[src/rtl/fighter_action_fsm.sv]
// Fighter action controller: turns edge-detected HID key presses into
// frame-timed punch / jump / recover actions for the sprite selector.
module fighter_action_fsm #(
    parameter logic [7:0]  KEY_PUNCH      = 8'h0E,
    parameter logic [7:0]  KEY_JUMP       = 8'h1A,
    parameter int unsigned PUNCH_FRAMES   = 12,
    parameter int unsigned JUMP_FRAMES    = 30,
    parameter int unsigned RECOVER_FRAMES = 4
) (
    input  logic       Clk,
    input  logic       Reset_n,
    input  logic [7:0] keycode,
    input  logic       frame_tick,
    output logic       punch,
    output logic       jump,
    output logic       busy
);

    localparam logic [5:0] P_LD = 6'(PUNCH_FRAMES);
    localparam logic [5:0] J_LD = 6'(JUMP_FRAMES);
    localparam logic [5:0] R_LD = 6'(RECOVER_FRAMES);

    typedef enum logic [2:0] {
        IDLE,
        PUNCH,
        JUMP,
        JUMP_PUNCH,
        RECOVER
    } state_t;

    state_t     state_q, state_d;
    logic [5:0] pcnt_q, pcnt_d;
    logic [5:0] jcnt_q, jcnt_d;
    logic [5:0] rcnt_q, rcnt_d;
    logic       air_used_q, air_used_d;
    logic       prev_p_q, prev_p_d;
    logic       prev_j_q, prev_j_d;
    logic       punch_q, punch_d;
    logic       jump_q, jump_d;
    logic       busy_q, busy_d;

    logic       is_p, is_j;
    logic       punch_press, jump_press;
    logic [5:0] pdec, jdec, rdec;

    // Key press edge detection and frame-tick counter decrements (floor 0)
    always_comb begin
        is_p        = (keycode == KEY_PUNCH);
        is_j        = (keycode == KEY_JUMP);
        punch_press = is_p & ~prev_p_q;
        jump_press  = is_j & ~prev_j_q;
        prev_p_d    = is_p;
        prev_j_d    = is_j;
        pdec = (frame_tick && pcnt_q != 6'd0) ? pcnt_q - 6'd1 : pcnt_q;
        jdec = (frame_tick && jcnt_q != 6'd0) ? jcnt_q - 6'd1 : jcnt_q;
        rdec = (frame_tick && rcnt_q != 6'd0) ? rcnt_q - 6'd1 : rcnt_q;
    end

    // Next-state, counter loads (loads win over decrement) and output decode
    always_comb begin
        state_d    = state_q;
        pcnt_d     = pdec;
        jcnt_d     = jdec;
        rcnt_d     = rdec;
        air_used_d = air_used_q;
        unique case (state_q)
            IDLE: begin
                if (punch_press && jump_press) begin
                    state_d    = JUMP_PUNCH;
                    pcnt_d     = P_LD;
                    jcnt_d     = J_LD;
                    air_used_d = 1'b1;
                end else if (punch_press) begin
                    state_d = PUNCH;
                    pcnt_d  = P_LD;
                end else if (jump_press) begin
                    state_d    = JUMP;
                    jcnt_d     = J_LD;
                    air_used_d = 1'b0;
                end
            end
            PUNCH: begin
                if (pdec == 6'd0) begin
                    state_d = RECOVER;
                    rcnt_d  = R_LD;
                end
            end
            JUMP: begin
                if (jdec == 6'd0) begin
                    state_d = IDLE;
                end else if (punch_press && !air_used_q) begin
                    state_d    = JUMP_PUNCH;
                    pcnt_d     = P_LD;
                    air_used_d = 1'b1;
                end
            end
            JUMP_PUNCH: begin
                if (pdec == 6'd0 && jdec == 6'd0) begin
                    state_d = RECOVER;
                    rcnt_d  = R_LD;
                end else if (pdec == 6'd0) begin
                    state_d = JUMP;
                end else if (jdec == 6'd0) begin
                    state_d = PUNCH;
                end
            end
            RECOVER: begin
                if (rdec == 6'd0) begin
                    state_d = IDLE;
                end
            end
            default: begin
                state_d = IDLE;
            end
        endcase
        punch_d = (state_d == PUNCH) || (state_d == JUMP_PUNCH);
        jump_d  = (state_d == JUMP) || (state_d == JUMP_PUNCH);
        busy_d  = (state_d != IDLE);
    end

    // State, counters and registered outputs; key history resets high
    always_ff @(posedge Clk or negedge Reset_n) begin
        if (!Reset_n) begin
            state_q    <= IDLE;
            pcnt_q     <= 6'd0;
            jcnt_q     <= 6'd0;
            rcnt_q     <= 6'd0;
            air_used_q <= 1'b0;
            prev_p_q   <= 1'b1;
            prev_j_q   <= 1'b1;
            punch_q    <= 1'b0;
            jump_q     <= 1'b0;
            busy_q     <= 1'b0;
        end else begin
            state_q    <= state_d;
            pcnt_q     <= pcnt_d;
            jcnt_q     <= jcnt_d;
            rcnt_q     <= rcnt_d;
            air_used_q <= air_used_d;
            prev_p_q   <= prev_p_d;
            prev_j_q   <= prev_j_d;
            punch_q    <= punch_d;
            jump_q     <= jump_d;
            busy_q     <= busy_d;
        end
    end

    assign punch = punch_q;
    assign jump  = jump_q;
    assign busy  = busy_q;

endmodule

[config.mk]
export PLATFORM = sky130hd
export DESIGN_NAME = fighter_action_fsm
export DESIGN_NICKNAME = d
export VERILOG_FILES = /design/src/rtl/fighter_action_fsm.sv
export SDC_FILE = /design/constraint.sdc
export NUM_CORES = 1
export LEC_CHECK = 0
export ABC_CLOCK_PERIOD_IN_PS = 2500
export BUFFER_PORTS_ARGS = -buffer_cell sky130_fd_sc_hd__buf_2
export CORE_MARGIN = 10
export CORE_UTILIZATION = 30
export CTS_BUF_LIST = sky130_fd_sc_hd__clkbuf_4 sky130_fd_sc_hd__clkbuf_8
export DETAILED_ROUTE_END_ITERATION = 10
export SYNTH_ARGS = -nofsm -noshare
export SYNTH_HDL_FRONTEND = slang
export SYNTH_SLANG_ARGS = --single-unit
[constraint.sdc]
create_clock -name Clk -period 2.5 [get_ports Clk]
set_input_delay 0.375 -clock Clk [delete_from_list [all_inputs] [get_ports Clk]]
set_output_delay 0.375 -clock Clk [all_outputs]
set_load 0.005 [all_outputs]
## After elaboration in Yosys (flattened, before gate mapping)

Index checks and enable logic that the tools add are counted.

| word-level totals | value |
|---|---|
| word-level logic and storage cells | 81 |
| output and inout bits | 3 |
| input port bits | 11 |
| bits in registers | 27 |

| operators by class | value |
|---|---|
| reduce and logical (&&, ||, !) cells | 19 |
| bitwise operators | 4 |
| add/subtract/negate cells | 3 |
| muxes and demuxes | 32 |
| eq/ne operators | 13 |

Operator list:

| kind | number |
|---|---|
| $mux 6 | 13 |
| $mux 3 | 10 |
| $pmux 6 s2 | 2 |
| $logic_not 6->1 | 3 |
| $reduce_bool 6->1 | 3 |
| $sub 6x1->6 const B | 3 |
| $pmux 3 s5 | 1 |
| $eq 3x2->1 const B | 4 |
| $eq 8x4->1 const B | 1 |
| $eq 8x5->1 const B | 1 |
| $eq 3x1->1 const B | 2 |
| $logic_and 1x1->1 | 6 |
| $ne 3x3->1 const B | 2 |
| $mux 1 | 5 |
| $reduce_and 5->1 | 1 |
| $ne 2x2->1 const B | 2 |
| $eq 3x3->1 const B | 1 |
| $logic_not 3->1 | 1 |
| $reduce_bool 3->1 | 1 |
| $and 1x1->1 | 2 |
| $logic_or 1x1->1 | 2 |
| $not 1->1 | 2 |
| $pmux 1 s2 | 1 |
| $reduce_bool 2->1 | 1 |
| $logic_not 1->1 | 1 |

## Depth between registers and ports, before layout

| logic depth | value |
|---|---|
| depth after elaboration | 10 |
| gate-level depth with buffers | 7 |
| mapped depth without buffers | 7 |

## Least setup slack after synthesis

No wires, ideal clock.

| path | value |
|---|---|
| path type | register -> register |
| start | register pcnt_q[0] |
| end | register busy_q, in the netlist busy |
| data arrival time | 2.251 ns |
| path slack | 0.176 ns |
| path buffers | 0 |
| library setup time | 0.073 ns |
| stages on the path, launching flop included | 8 |
| clock period less this slack | 2.324 ns |
| path through | dfrtp_1 inv_1 ha_1 or4b_4 a211o_1 a211o_1 a2111oi_4 nand4bb_1 |

| between the ends | value |
|---|---|
| cells in the longest elaborated chain, start to end | 8 |

Ends and longest elaborated chain:

| element | line | RTL |
|---|---|---|
| from (decl) | 32 | `logic [5:0] pcnt_q, pcnt_d;` |
| from (signal assigned) | 136 | `pcnt_q <= pcnt_d;` |
| parallel branches: the longest is 2 deep, another holds $sub 6x1->6 | n/a |  |
| $mux 6 * | 54 | `pdec = (frame_tick && pcnt_q != 6'd0) ? pcnt_q - 6'd1 : pcnt_q;` |
| $logic_not 6->1 * | 83, 98, 101 |  |
| $mux 3 / $logic_and 1x1->1 (equally long branches) | 101, 98 |  |
| $mux 3 | 98 | `if (pdec == 6'd0 && jdec == 6'd0) begin` |
| $pmux 3 s5 * | 66 | `unique case (state_q)` |
| $reduce_bool 3->1 * | 118 | `busy_d = (state_d != IDLE);` |
| net busy_d | 40 | `logic busy_q, busy_d;` |
| to (signal assigned) | 144 | `busy_q <= busy_d;` |
| to (decl) | 40 |  |

Mark *: on every way through the listed nets, which the timed path passes.
A chain may end at the register's enable or synchronous reset.

## Worst setup path in the final report

| path | value |
|---|---|
| start | register pcnt_q[0] |
| end | register state_q[2] |

| between the ends | value |
|---|---|
| cells in the longest elaborated chain, start to end | 7 |

Ends and longest elaborated chain:

| element | line | RTL |
|---|---|---|
| parallel branches: the longest is 2 deep, another holds $sub 6x1->6 | n/a |  |
| $mux 6 * | 54 |  |
| $logic_not 6->1 * | 83, 98, 101 |  |
| $mux 3 / $logic_and 1x1->1 (equally long branches) | 101, 98 |  |
| $mux 3 | 98 |  |
| $pmux 3 s5 * | 66 |  |
| net state_d[2] | 31 | `state_t state_q, state_d;` |
| to (signal assigned) | 135 | `state_q <= state_d;` |
| to (decl) | 31 |  |

Marked as above.

==> results.cfg <==
[status]
outcome = finished, final reports clean

[final_layout]
final_area_mm2 = 0.00189
synthesis_to_finish_area_growth_pct = 17.7
final_stage_net_count = 207
post_route_cells_drive_above_1_share_pct = 21.7
insertedDiodeCount = 0
fin_util_pct = 36.8

[power_and_ir_drop]
power.density_cell_area_mw_per_mm2 = 1070
vdd.ir_drop.worst_mv = 0.421
fin_total_pwr_mw = 2.02
power_leakage_nw = 0.808

[synth]
synth_area_leaders = sky130_fd_sc_hd__dfrtp_1, sky130_fd_sc_hd__ha_1, sky130_fd_sc_hd__nor2_1
mappedNetlistArea_mm2 = 0.00161
synth_top_area_share_pct = 38.9
synth_top_cell_by_area = sky130_fd_sc_hd__dfrtp_1
yosys.cell_count.top_type = sky130_fd_sc_hd__dfrtp_1
top_post_synthesis_cells_by_count = sky130_fd_sc_hd__dfrtp_1, sky130_fd_sc_hd__nor2_1, sky130_fd_sc_hd__inv_1, sky130_fd_sc_hd__a21oi_1
syn_area_per_cell_um2 = 9.69
yosysWarnings = 0
number_of_distinct_standard_cells_referenced_by_the_synthesized_netlist = 45
async_flop_share_pct = 100
syn-instance-count = 166
ys_dominant_reg_cell = sky130_fd_sc_hd__dfrtp_1
synth_nets = 183
ys_seq_area_share_pct = 42.2
synthesized_flop_and_latch_total = 27
count_of_flip_flops_with_a_built_in_enable_after_synthesis = 0

[setup_path]
worst_r2r_path_depth = 8
cp_top_family = compound AO/OA/AOI/OAI gates
end_kind = register
required_ns = 2.72
cp_cell_sequence = inv_2 -> ha_4 -> or4b_4 -> a211o_1 -> a211o_1 -> a2111oi_4 -> buf_4 -> nand2b_1
path_buf_inv = 2
setup.reg_to_reg.worst_slack_ns = 0.08
critPathLaunchType = register
max_stage_delay_ns = 0.46
critical-path-top-cell-by-count = sky130_fd_sc_hd__a211o_1
path_class = reg -> reg
crit-reg2reg-capture = state_q[2]
critical_path.slowest_cell = sky130_fd_sc_hd__or4b_4
critical_path.reg2reg.startpoint = pcnt_q[0]
worst_ep_arrival_time_ns = 2.65
worst-path-max-fanout = 5

[sta]
clock-skew-final_ns = 0.00549
hold_viol = 0
period_needed_ns = 2.42
tightestPinTransition_ns = 0.594
final-setup-viol-count = 0
whs_ns = 0.0908
timing.final.max_slew_violations = 0
slew-limit-headroom_pct = 60.4
fmax_achieved_mhz = 412
finalCritPeriodShare_pct = 97.0
finalWorstSetupSlack_ns = 0.0751

[global_routing]
pin_count_of_the_biggest_net_entering_global_routing = 28
overflow_left_after_global_routing = 0
antenna_found_initial = 0
grt_pass1_vias = 1319
grt_pass1_wl_um = 5910
gr-usage-all-layers_pct = 8.10

[clock_tree]
hold_buffers = 0
cts.reportedPaths.clkPinSlew_ns = 0.10
cts_buffers = 3
cts_root_buffer = sky130_fd_sc_hd__clkbuf_8
cts_tree = yes
worst_skew_pair.late_latency_ns = 0.28
cts.sink_count = 27
htreeDepth = 1
max-clock-path-buffers = 2

[routing]
drt-wirelength-per-cell_um = 12.6
first_iteration_detailed_routing_drc_count = 48
detail_route.drc_violations = 0
ant_nets = 0
route.detailed.vias_per_inst = 4.98
drtPass1Iterations = 4
detail_route.wirelength_um = 3270
vias = 1289

[hold_path]
holdCritPathClass = in -> async

[floorplanning]
core_region_area_mm2 = 0.00514
fp.dieArea_mm2 = 0.00869
std_cell_rows = 26
fp.dieW_um = 93.2
initial_utilization_pct = 31.3
die_h_um = 93.2
pin_count = 14

[placed_design]
place.gp.congestion = 0.756
placed_cell_area_mm2 = 0.00180
io_port_bufs = 13
detailedPlace.worstSlack_ns = 0.0517
place_hpwl_um = 2520

[run]
drv.max_cap_violation_count = 0
==> timing repair <==
action | 4_1_cts | 5_1_grt
endpoints found under the hold margin | 0 | 0
endpoints found under the setup margin | 0 | 8
gates resized for setup | 0 | 6
buffers inserted | 0 | 2
==> where the power goes <==
part | switching (mW) | internal [mW]
registers | 0.208 | 0.613
clock network | 0.143 | 0.117
logic | 0.478 | 0.465
==> routing by layer <==
layer	global-route usage (%)	up-vias	share of wire, %
met5	0	-	0
li1	-	654	-
met2	13.6	22	48
met1	10.1	608	49
met4	1.93	0	0.95
met3	2.16	5	2.7
==> per-stage QoR <==
stage,instances,setup TNS [ns]
2_1_floorplan,166,0
3_3_place_gp,253,0
3_5_place_dp,253,0
4_1_cts,257,0
5_1_grt,259,-0.00817
6_report,259,0
==> final cells by class <==
type / instances / area, um2
fill: 561 / 3250
clock buffer: 3 / 41.3
multi-input combinational: 124 / 898
inverter: 12 / 45.0
tap: 70 / 87.6
sequential: 27 / 678
clock inverter: 1 / 8.76
timing repair buffer: 22 / 133
==> kinds of logic (layout without fill, tap and decap cells) <==
group	Yosys count	in the layout	share of synthesized area, %
mux	2	2	1.25
fa+ha+maj	6	6	4.67
flops	27	27	42.2
xor+xnor	7	7	3.81
simple gates	70	70	25.4
compound gates	39	39	19.1
buf+inv	15	38	3.50
==> state kept, by name, indices dropped and copies added (netlist names) <==
signal	flops
jcnt_q	6
prev_p_q	1
rcnt_q	6
jump	1
prev_j_q	1
pcnt_q	6
air_used_q	1
busy	1
punch	1
state_q	3
==> how the worst max path moves through the flow <==
stage | from | endpoint | slack [ns] | depth (start not counted)
5_1_grt | pcnt_q[0] | state_q[2] | -0.008 | 8
3_5_place_dp | pcnt_q[0] | rcnt_q[5] | 0.05 | 8
6_report | pcnt_q[0] | state_q[2] | 0.08 | 8
2_1_floorplan | pcnt_q[0] | busy | 0.18 | 7
3_3_place_gp | pcnt_q[0] | rcnt_q[5] | 0.11 | 8
4_1_cts | pcnt_q[0] | state_q[2] | 0.02 | 8
==> worst register-to-register path, delay by kind of cell, from the launching register on <==
family | cells | cell delay (ns)
compound gates | 3 | 0.94
fa+ha+maj | 1 | 0.15
buf+inv | 2 | 0.33
flops | 1 | 0.40
simple gates | 2 | 0.55
==> layout by cell type, fill, tap and decap left out, drive strengths merged, types with 2 or more instances in the layout <==
cell type	n
dfrtp	25
buf	22
nor2	19
inv	13
a21oi	9
nand2	7
xnor2	7
nor3	6
ha	6
nand3b	5
o21ai	5
nand2b	5
nor3b	4
nand4	3
o211ai	3
a21o	3
nor4	3
or3	3
clkbuf	3
or4	3
or4b	3
a31o	2
nor2b	2
nand3	2
a211o	2
a21boi	2
nor4b	2
mux2i	2
a211oi	2
a311o	2
dfstp	2
Power figures use the tool's default switching activity.
